--- config.mk ---
export PLATFORM = sky130hd
export DESIGN_NAME = uart_rx_fsm
export DESIGN_NICKNAME = d
export VERILOG_FILES = /design/src/rtl/uart_rx_fsm.sv
export SDC_FILE = /design/constraint.sdc
export NUM_CORES = 1
export LEC_CHECK = 0
export CAP_MARGIN = 20
export CORE_MARGIN = 3
export CORE_UTILIZATION = 53
export CTS_BUF_LIST = sky130_fd_sc_hd__clkbuf_8
export DETAILED_ROUTE_END_ITERATION = 10
export HOLD_SLACK_MARGIN = 0.06
export PLACE_DENSITY_LB_ADDON = 0.3
export SLEW_MARGIN = 30
export SYNTH_ARGS = -nofsm -noshare
export SYNTH_HDL_FRONTEND = slang
export SYNTH_SLANG_ARGS = --single-unit
--- constraint.sdc ---
create_clock -name clk -period 1.7 [get_ports clk]
set_input_delay 0.51 -clock clk [delete_from_list [all_inputs] [get_ports clk]]
set_output_delay 0.51 -clock clk [all_outputs]
set_load 0.01 [all_outputs]
--- src/rtl/uart_rx_fsm.sv ---
// UART receive state machine: synchronises RX, finds the start edge, samples each
// bit at its mid-point and strobes the finished character with its error flags.
module uart_rx_fsm #(
    parameter int clk_divisor = 104,
    parameter int rx_num_bits = 8,
    parameter int parity      = 0
) (
    input  logic       clk,
    input  logic       RSTn,
    input  logic       RX,
    output logic [7:0] data_out,
    output logic       data_valid,
    output logic       parity_err,
    output logic       frame_err,
    output logic       busy
);

    localparam int              CW         = $clog2(clk_divisor);
    localparam logic [CW-1:0]   HALF_LAST  = CW'(clk_divisor / 2 - 1);
    localparam logic [CW-1:0]   BIT_LAST   = CW'(clk_divisor - 1);
    localparam logic [2:0]      DATA_LAST  = 3'(rx_num_bits - 1);
    localparam logic            HAS_PARITY = (parity != 0);
    localparam logic            ODD_PARITY = (parity == 2);

    typedef enum logic [2:0] {
        IDLE   = 3'd0,
        START  = 3'd1,
        DATA   = 3'd2,
        PARITY = 3'd3,
        STOP   = 3'd4
    } state_t;

    // Unused upper data bits are held at 0, so they never disturb the XOR.
    function automatic logic parity_mismatch(input logic [7:0] data,
                                             input logic       pbit,
                                             input logic       odd);
        return (((^data) ^ pbit) != odd);
    endfunction

    logic          sync1_q;
    logic          rx_s_q;
    logic          rx_prev_q;
    state_t        state_q,      state_d;
    logic [CW-1:0] cnt_q,        cnt_d;
    logic [2:0]    bit_q,        bit_d;
    logic [7:0]    shift_q,      shift_d;
    logic          perr_pend_q,  perr_pend_d;
    logic [7:0]    data_out_q,   data_out_d;
    logic          valid_q,      valid_d;
    logic          parity_err_q, parity_err_d;
    logic          frame_err_q,  frame_err_d;
    logic          busy_q,       busy_d;

    // Two-flop synchroniser plus a delayed copy for falling-edge detection.
    always_ff @(posedge clk) begin
        if (!RSTn) begin
            sync1_q   <= 1'b1;
            rx_s_q    <= 1'b1;
            rx_prev_q <= 1'b1;
        end else begin
            sync1_q   <= RX;
            rx_s_q    <= sync1_q;
            rx_prev_q <= rx_s_q;
        end
    end

    // Next-state, datapath and output decode.
    always_comb begin
        state_d      = state_q;
        cnt_d        = cnt_q + {{(CW-1){1'b0}}, 1'b1};
        bit_d        = bit_q;
        shift_d      = shift_q;
        perr_pend_d  = perr_pend_q;
        data_out_d   = data_out_q;
        valid_d      = 1'b0;
        parity_err_d = parity_err_q;
        frame_err_d  = frame_err_q;

        case (state_q)
            IDLE: begin
                cnt_d = '0;
                // Only a high-to-low transition starts a frame; a held-low line is ignored.
                if (!rx_s_q && rx_prev_q) begin
                    state_d     = START;
                    bit_d       = 3'd0;
                    shift_d     = 8'h00;
                    perr_pend_d = 1'b0;
                end else begin
                    state_d = IDLE;
                end
            end
            START: begin
                if (cnt_q == HALF_LAST) begin
                    cnt_d = '0;
                    if (!rx_s_q) begin
                        state_d = DATA;
                    end else begin
                        state_d = IDLE;
                    end
                end else begin
                    state_d = START;
                end
            end
            DATA: begin
                if (cnt_q == BIT_LAST) begin
                    cnt_d          = '0;
                    shift_d[bit_q] = rx_s_q;
                    if (bit_q == DATA_LAST) begin
                        bit_d   = 3'd0;
                        state_d = HAS_PARITY ? PARITY : STOP;
                    end else begin
                        bit_d = bit_q + 3'd1;
                    end
                end else begin
                    state_d = DATA;
                end
            end
            PARITY: begin
                if (cnt_q == BIT_LAST) begin
                    cnt_d       = '0;
                    perr_pend_d = parity_mismatch(shift_q, rx_s_q, ODD_PARITY);
                    state_d     = STOP;
                end else begin
                    state_d = PARITY;
                end
            end
            STOP: begin
                if (cnt_q == BIT_LAST) begin
                    cnt_d        = '0;
                    data_out_d   = shift_q;
                    parity_err_d = HAS_PARITY ? perr_pend_q : 1'b0;
                    frame_err_d  = !rx_s_q;
                    valid_d      = 1'b1;
                    state_d      = IDLE;
                end else begin
                    state_d = STOP;
                end
            end
            default: begin
                state_d = IDLE;
                cnt_d   = '0;
            end
        endcase

        busy_d = (state_d != IDLE);
    end

    // State, counters and registered outputs.
    always_ff @(posedge clk) begin
        if (!RSTn) begin
            state_q      <= IDLE;
            cnt_q        <= '0;
            bit_q        <= 3'd0;
            shift_q      <= 8'h00;
            perr_pend_q  <= 1'b0;
            data_out_q   <= 8'h00;
            valid_q      <= 1'b0;
            parity_err_q <= 1'b0;
            frame_err_q  <= 1'b0;
            busy_q       <= 1'b0;
        end else begin
            state_q      <= state_d;
            cnt_q        <= cnt_d;
            bit_q        <= bit_d;
            shift_q      <= shift_d;
            perr_pend_q  <= perr_pend_d;
            data_out_q   <= data_out_d;
            valid_q      <= valid_d;
            parity_err_q <= parity_err_d;
            frame_err_q  <= frame_err_d;
            busy_q       <= busy_d;
        end
    end

    assign data_out   = data_out_q;
    assign data_valid = valid_q;
    assign parity_err = parity_err_q;
    assign frame_err  = frame_err_q;
    assign busy       = busy_q;

endmodule

Word level (Yosys, flattened, before mapping)
Index checks and enable logic that the tools add are counted.
{"block": "word_totals", "register_bits": 35, "elab_cells": 56, "out_inout_bits": 12, "inputBits": 3}
{"block": "classes", "n_mux": 22, "n_lt_le_gt_ge": 2, "n_addsub": 2, "n_reduce_logical": 10, "eq_ne": 9}
{"operator": "3-bit two-way mux", "n": 8}
{"operator": "8-bit two-way mux", "n": 2}
{"operator": "8-bit case mux with 2 select lines", "n": 1}
{"operator": "3-bit case mux with 5 select lines", "n": 1}
{"operator": "7-bit two-way mux", "n": 2}
{"operator": "7-bit case mux with 2 select lines", "n": 1}
{"operator": "8-bit bitwise mux", "n": 1}
{"operator": "7-bit by 1-bit adder with 7-bit output, second input constant", "n": 1}
{"operator": "7-bit by 6-bit == test with 1-bit output, second input constant", "n": 1}
{"operator": "7-bit == test, second input constant", "n": 1}
{"operator": "3-bit by 2-bit == test with 1-bit output, second input constant", "n": 2}
{"operator": "3-bit == test, second input constant", "n": 2}
{"operator": "3-bit case mux with 2 select lines", "n": 1}
{"operator": "3-bit by 4-bit < comparator with 1-bit output, second input constant", "n": 1}
{"operator": "2-bit != test, second input constant", "n": 2}
{"operator": "2-bit AND reduction", "n": 2}
{"operator": "3-bit by 1-bit adder with 3-bit output, second input constant", "n": 1}
{"operator": "1-bit demux with 3-bit select", "n": 1}
{"operator": "3-bit by 1-bit == test with 1-bit output, second input constant", "n": 1}
{"operator": "3-bit by 1-bit >= comparator with 1-bit output, second input constant", "n": 1}
{"operator": "3-bit logical NOT", "n": 1}
{"operator": "1-bit two-way mux", "n": 3}
{"operator": "3-bit AND reduction", "n": 1}
{"operator": "3-bit nonzero test", "n": 1}
{"operator": "other kinds (5)", "n": 6}

Longest topological paths before layout
Gate-level depths: netlist of run 1.
{"block": "depth", "depth_word": 7, "mapped_depth": 6, "depth_no_buf": 6}

Worst setup path after synthesis of run 1
No wires, ideal clock.
{"block": "synth_timing", "path_kind": "register to register", "from": "register cnt_q[0]", "to": "register bit_q[0]", "t_required_ps": 1629, "setup_ps": 71, "arrival_ps": 1696, "synth_period_minus_slack_ps": 1767, "path_buffers": 0, "stages_incl_launch_ff": 6, "slack_ps": -67, "path_cell_list": "dfxtp_1 > ha_1 > nand3b_1 > or3_4 > a2111o_1 > a21oi_1"}
{"block": "synth_via", "elab_chain_cells": 3}
{"element": "from (decl)", "line": "44", "source": "logic [CW-1:0] cnt_q, cnt_d;"}
{"element": "from (signal assigned)", "line": "163", "source": "cnt_q <= cnt_d;"}
{"element": "7-bit == test", "line": "105", "source": "if (cnt_q == BIT_LAST) begin"}
{"element": "2-bit != test (no source line)"}
{"element": "3-bit AND reduction (no source line)"}
{"element": "to (signal assigned)", "line": "164", "source": "bit_q <= bit_d;"}
{"element": "to (decl)", "line": "45", "source": "logic [2:0] bit_q, bit_d;"}
No other way between the ends.
A chain may end at the register's enable or synchronous reset.

Worst setup path in the final report of run 1
Same ends and word-level chain as after synthesis.

==> results of run 1 <==
kinds of logic after synthesis:
| kind of cell | after synthesis | share of synthesized area, % |
|---|---|---|
| simple gates | 77 | 24.7 |
| compound gates | 36 | 15.4 |
| flops | 35 | 44.0 |
| buf+inv | 20 | 5.50 |
| mux | 8 | 5.03 |
| xor+xnor | 5 | 2.75 |
| fa+ha+maj | 3 | 2.36 |
| other cells | 1 | 0.236 |
sequential cells by signal (all words and copies together) (netlist names):
register,cells
bit_q,3
busy,1
cnt_q,7
data_out,8
data_valid,1
frame_err,1
rx_prev_q,1
rx_s_q,1
shift_q,8
state_q,3
sync1_q,1
power by group through the flow:
stage	clock network [mW]	registers [mW]	logic, mW
final	0.889	0.830	0.0685
after global routing	0.936	0.830	0.0737
after CTS	0.892	0.829	0.0615
after detailed placement	0	0.848	0.0593
after global placement	0	0.848	0.0576
after floorplan	0	0.848	0.0350
metrics by stage:
step           area, um^2  TNS (ns)  utilization [%]  hold WS, ns
4_1_cts              2110  -0.00711             75.2        0.418
5_1_grt              2260     -1.26             80.5        0.435
6_report             2260    -0.121             80.5        0.411
2_1_floorplan        1600  -0.00732                -        0.386
3_3_place_gp         1910    -0.854             68.0        0.391
3_5_place_dp         1910     -1.30             68.0        0.405
per-layer routing:
layer  routed length [um]  track usage (%)
met1                 1840             29.8
met2                 2020             37.1
met3                  254             6.60
met4                   62             9.91
met5                    0                0
cell type report:
type                            count  area (um^2)  area share [%]
Clock buffer                        5         68.8            3.05
Clock inverter                      3         67.6            2.99
Inverter                            6         22.5           0.997
Multi-Input combinational cell    130          906            40.1
Sequential cell                    35          704            31.2
Tap cell                           31         38.8            1.72
Timing Repair Buffer               50          450            19.9
worst max-delay path, delay by kind of cell (launching register included):
kind	cells	cell delay (ns)
AND/OR/NAND/NOR	2	0.52
AO/OA/AOI/OAI	2	0.51
flip-flops	1	0.36
buffers and inverters	1	0.18
adder cells (fa/ha/maj)	1	0.14
Yosys cell counts (all sizes together) (2+ instances only):
| library cell | instances | share of area, % |
|---|---|---|
| a31oi | 4 | 1.6 |
| nor2 | 27 | 6.4 |
| o32ai | 2 | 1.1 |
| nand4 | 2 | 0.79 |
| ha | 3 | 2.4 |
| buf | 6 | 2.2 |
| nand3 | 7 | 2.2 |
| nand3b | 2 | 0.94 |
| nand2 | 15 | 3.5 |
| xor2 | 2 | 1.1 |
| a211oi | 2 | 0.94 |
| and3b | 2 | 1.1 |
| a2bb2oi | 3 | 1.7 |
| nor4b | 2 | 1.1 |
| clkbuf | 8 | 1.9 |
| nand2b | 6 | 2.4 |
| mux2i | 8 | 5.0 |
| o21ai | 3 | 0.94 |
| a21oi | 8 | 2.5 |
| o22ai | 6 | 2.4 |
| dfxtp | 35 | 44 |
| xnor2 | 3 | 1.7 |
| inv | 6 | 1.4 |
| nor3 | 4 | 1.3 |
| or3b | 2 | 1.1 |
timing repair:
item / CTS / global route
endpoints found under the hold margin: 0 / 0
endpoints found under the setup margin: 22 / 34
resized for setup: 12 / 28
pin swaps: 2 / 7
buffers inserted: 3 / 5
cloned: 1 / 0
worst max path at each step:
stage                        endpoint  cells past startpoint  slack (ns)
after floorplan              bit_q[0]                      5      -0.007
after global placement       cnt_q[4]                      5       -0.11
after detailed placement     cnt_q[3]                      5       -0.15
after CTS                    bit_q[0]                      4      -0.007
after global routing      data_out[5]                      6       -0.12
final                        bit_q[0]                      6       -0.07
==> impl_metrics.env, run 1 <==
export IMPL_intPower_mw=1.44
export IMPL_io_pins=15
export IMPL_critPathKind="reg -> reg"
export IMPL_rsz0062_at_grt="yes"
export IMPL_vdd_drop_max_uv=602
export IMPL_syn_area_mm2=0.00159
export IMPL_power_density_mw_per_mm2=792
export IMPL_reg2reg_from="cnt_q[0]"
export IMPL_worstHoldStart="sync1_q"
export IMPL_layout_common_cells="dfxtp_1 (32), buf_4 (30), nor2_1 (26)"
export IMPL_max_cap_viol_count=0
export IMPL_htree_levels=2
export IMPL_yosys_warnings=0
export IMPL_coreArea_mm2=0.00281
export IMPL_totalPowerFinal_mw=1.79
export IMPL_grt_pass1_wl_mm=6.39
export IMPL_r2r_end="bit_q[0]"
export IMPL_syn_instance_count=185
export IMPL_grt_overflow=0
export IMPL_synthArstFlopShare_pct=0
export IMPL_groute_usage_overall_pct=23.4
export IMPL_start_kind="flop"
export IMPL_drtIter0Drc=91
export IMPL_gp_congestion=0.926
export IMPL_yosysUniqueCellTypes=44
export IMPL_synth_edff_count=0
export IMPL_power_frac_comb_pct=3.8
export IMPL_fillers=166
export IMPL_finalCritPeriodShare_pct=104
export IMPL_worstPathMaxFanout=3
export IMPL_setup_violations=7
export IMPL_die_w_um=60.8
export IMPL_worst_slack_ns=-0.0655
export IMPL_slowest_stage="a2111o_1"
export IMPL_insertion_delay_ns=0.29
export IMPL_dr_pass1_iters=4
export IMPL_skew_ns=0.00882
export IMPL_wire_per_inst_um=16.1
export IMPL_grt_pass1_vias=1426
export IMPL_worstPathCellList="ha_4, nand3b_1, buf_6, or3_4, a2111o_1, a21oi_2"
export IMPL_timing_final_crit_period_ns=1.77
export IMPL_required_ns=1.92
export IMPL_worstHoldPathType="reg -> reg"
export IMPL_dieArea_mm2=0.00370
export IMPL_tritoncts="built"
export IMPL_ctsHoldBuffers=0
export IMPL_clockRootBuffer="clkbuf_8"
export IMPL_numCtsBuffers=5
export IMPL_dpl_hpwl_mm=2.51
export IMPL_switching_share_pct=19.4
export IMPL_start_util_pct=56.7
export IMPL_antenna_left=0
export IMPL_holdPathEnd="rx_s_q"
export IMPL_clkTransAtPathRegs_ns=0.07
export IMPL_via_count=1547
export IMPL_hold_viol_final=0
export IMPL_mostFrequentLayoutCell="dfxtp_1"
export IMPL_finalWirelength_mm=4.18
export IMPL_critPathArrivalTime_ns=1.99
export IMPL_p_leak_nw=1.01
export IMPL_max_freq_mhz=566
export IMPL_dp_slack_ns=-0.150
export IMPL_cts_sinks=35
export IMPL_grt_max_degree=13
export IMPL_critPathLaunch="cnt_q[0]"
export IMPL_ys_seq_elements=35
export IMPL_r2r_cells=6
export IMPL_port_buffers=13
export IMPL_power_frac_clock_pct=49.7
export IMPL_synth_nets=191
export IMPL_hold_depth=1
export IMPL_antenna_found_initial=0
export IMPL_diodes=0
export IMPL_cts_path_max_buffers=2
export IMPL_critical_path_max_stage_delay_ns=0.40
export IMPL_p_switching_uw=346
export IMPL_status="finished with violations"
export IMPL_via_per_inst=5.95
export IMPL_dpl_cell_count=243
export IMPL_r2r_slack_ns=-0.07
export IMPL_cp_end_kind="flop"
export IMPL_violations="setup timing"
export IMPL_drc=0
export IMPL_p_seq_share_pct=46.4
export IMPL_fin_nets=234
export IMPL_finalMaxSlewViolations=0
export IMPL_layoutNonFillerInstCount=260
export IMPL_rows=19
export IMPL_avgSynthCellArea_um2=8.60
export IMPL_die_h_um=60.8
export IMPL_area_growth_pct=41.9
export IMPL_synthFlopType="dfxtp_1"
export IMPL_layout_drive_gt1_share_pct=29.7
export IMPL_synth_seq_area_share_pct=44.0
No activity file was read; power rests on OpenSTA's default activity.
==> inputs of run 2 (changes only) <==
--- a/config.mk
+++ b/config.mk
@@ -7,11 +7,12 @@
 export LEC_CHECK = 0
 export CAP_MARGIN = 20
 export CORE_MARGIN = 3
-export CORE_UTILIZATION = 53
+export CORE_UTILIZATION = 30
 export CTS_BUF_LIST = sky130_fd_sc_hd__clkbuf_8
 export DETAILED_ROUTE_END_ITERATION = 10
 export HOLD_SLACK_MARGIN = 0.06
 export PLACE_DENSITY_LB_ADDON = 0.3
+export RECOVER_POWER = 25
 export SLEW_MARGIN = 30
 export SYNTH_ARGS = -nofsm -noshare
 export SYNTH_HDL_FRONTEND = slang
==> run 2 against run 1 <==
The run still ends with setup timing left; clock skew grew 0.0015 ns; fmax grew 0.13%; flip-flop and latch count is the same; first-iteration DRC count shrank 33%; utilization shrank 34 points; highest routed layer unchanged.
==> impl_metrics.env, run 2 (same netlist as run 1, synthesis figures left out) <==
export IMPL_placed_cell_area_mm2=0.00202
export IMPL_finalMaxSlewViolations=0
export IMPL_htree_levels=2
export IMPL_grt_pass1_vias=1339
export IMPL_worstPathCellList="ha_4, nand3b_1, buf_6, or3_4, a2111o_1, a21oi_2"
export IMPL_cts_sinks=35
export IMPL_grt_pass1_wl_mm=6.05
export IMPL_numCtsBuffers=5
export IMPL_dr_wl_met2_mm=1.62
export IMPL_fillers=492
export IMPL_clockRootBuffer="clkbuf_8"
export IMPL_timing_final_crit_period_ns=1.76
export IMPL_antenna_left=0
export IMPL_coreArea_mm2=0.00491
export IMPL_slowest_stage="a2111o_1"
export IMPL_finalCritPeriodShare_pct=104
export IMPL_dpl_cell_count=285
export IMPL_clkTransAtPathRegs_ns=0.08
export IMPL_p_switching_uw=346
export IMPL_fin_area_mm2=0.00229
export IMPL_worst_path_buf_inv=1
export IMPL_critPathKind="reg -> reg"
export IMPL_grt_max_degree=13
export IMPL_cts_path_max_buffers=2
export IMPL_critPathTopFamily="compound AO/OA/AOI/OAI gates"
export IMPL_rows=25
export IMPL_start_kind="flop"
export IMPL_area_growth_pct=44.0
export IMPL_tritoncts="built"
export IMPL_port_buffers=13
export IMPL_hold_viol_final=0
export IMPL_rsz0062_at_grt="yes"
export IMPL_status="finished with violations"
export IMPL_drtIter0Drc=61
export IMPL_layoutNonFillerInstCount=295
export IMPL_layout_common_cells="dfxtp_1 (33), buf_4 (29), nor2_1 (27)"
export IMPL_worstHoldPathType="reg -> reg"
export IMPL_multi_input_area_um2=921
export IMPL_gp_congestion=0.762
export IMPL_power_density_mw_per_mm2=734
export IMPL_vdd_drop_max_uv=320
export IMPL_intPower_mw=1.34
export IMPL_io_pins=15
export IMPL_mostFrequentLayoutCell="dfxtp_1"
export IMPL_violations="setup timing"
export IMPL_setup_violations=1
export IMPL_p_seq_share_pct=49.3
export IMPL_max_cap_viol_count=0
export IMPL_regArea_um2=703
export IMPL_via_per_inst=4.84
export IMPL_dpl_hpwl_mm=2.47
export IMPL_power_frac_clock_pct=46.8
export IMPL_layout_drive_gt1_share_pct=29.8
export IMPL_grt_overflow=0
export IMPL_power_frac_comb_pct=3.9
export IMPL_wire_per_inst_um=12.4
export IMPL_skew_ns=0.0103
export IMPL_p_leak_nw=0.952
export IMPL_worstPathMaxFanout=5
export IMPL_wl_met1_mm=1.80
export IMPL_via_count=1429
export IMPL_groute_usage_overall_pct=12.2
export IMPL_route_met3_wl_um=174
export IMPL_start_util_pct=32.4
export IMPL_die_h_um=78.8
export IMPL_antenna_found_initial=0
export IMPL_fin_nets=233
export IMPL_ctsHoldBuffers=0
export IMPL_dr_pass1_iters=4
export IMPL_finalWirelength_mm=3.67
export IMPL_switching_share_pct=20.5
export IMPL_die_w_um=78.8
export IMPL_dieArea_mm2=0.00621
export IMPL_cp_end_kind="flop"
export IMPL_critical_path_max_stage_delay_ns=0.40
export IMPL_critPathArrivalTime_ns=1.99
export IMPL_diodes=0
export IMPL_routed_top_layer="met4"
export IMPL_max_freq_mhz=567
export IMPL_insertion_delay_ns=0.29
export IMPL_required_ns=1.93
export IMPL_drc=0
export IMPL_worst_slack_ns=-0.0632
[run 2: cell count changes in the layout (fill, tap and decap cells not counted), sizes merged, moves of 2 or more]
| cell | delta |
|---|---|
| dlymetal6s2s | -2 |
| clkdlybuf4s25 | +3 |
| buf | -2 |
| clkbuf | +2 |
[run 2: area by class of cell]
class	count	share of cell area, %
Multi-Input combinational cell	130	40.2
Sequential cell	35	30.7
Timing Repair Buffer	49	19.2
Tap cell	67	3.66
Clock buffer	6	3.60
Clock inverter	2	1.69
Inverter	6	0.983
[run 2: final timing paths]
kind,cells past startpoint,from,slack (ns),end
worst max register to register,6,cnt_q[1],-0.06,bit_q[0]
worst min register to register,1,sync1_q,0.41,rx_s_q
worst max-delay path,6,cnt_q[1],-0.06,bit_q[0]
worst min-delay path,1,sync1_q,0.41,rx_s_q
[run 2: power groups by stage]
stage | clock (mW) | combinational [mW] | sequential (mW)
2_1_floorplan | 0 | 0.0350 | 0.848
3_3_place_gp | 0 | 0.0608 | 0.847
3_5_place_dp | 0 | 0.0604 | 0.848
4_1_cts | 0.811 | 0.0615 | 0.828
5_1_grt | 0.859 | 0.0728 | 0.830
6_report | 0.788 | 0.0658 | 0.829
[run 2: metal layers]
metal | global-route usage (%) | vias to the layer above
met4 | 4.64 | 0
met2 | 18.5 | 26
met1 | 16.4 | 662
met5 | 0 | -
li1 | - | 735
met3 | 3.74 | 6
[run 2: repair_timing]
action / 4_1_cts / 5_1_grt
pin swaps: 0 / 7
buffers inserted: 1 / 1
setup endpoints to repair: 8 / 33
hold endpoints to repair: 0 / 0
resized for setup: 6 / 30
[run 2: metrics by stage]
stage / hold WS [ns] / util (%) / setup slack [ns] / power [mW] / TNS, ns
floorplan: 0.386 / - / -0.00732 / 0.883 / -0.00732
global placement: 0.389 / 41.0 / -0.146 / 0.908 / -0.992
detailed placement: 0.397 / 41.0 / -0.178 / 0.908 / -1.26
CTS: 0.416 / 44.2 / -0.0174 / 1.70 / -0.0174
global route: 0.448 / 46.7 / -0.123 / 1.76 / -0.646
finish: 0.410 / 46.7 / -0.0632 / 1.68 / -0.0632
==> inputs of run 3 (changes only) <==
--- a/config.mk
+++ b/config.mk
@@ -10,7 +10,7 @@
 export CORE_UTILIZATION = 30
 export CTS_BUF_LIST = sky130_fd_sc_hd__clkbuf_8
 export DETAILED_ROUTE_END_ITERATION = 10
-export HOLD_SLACK_MARGIN = 0.06
+export HOLD_SLACK_MARGIN = 0.02
 export PLACE_DENSITY_LB_ADDON = 0.3
 export RECOVER_POWER = 25
 export SLEW_MARGIN = 30
==> results of run 3 <==
The final DEF is identical to that of run 2; final timing and power are the same.
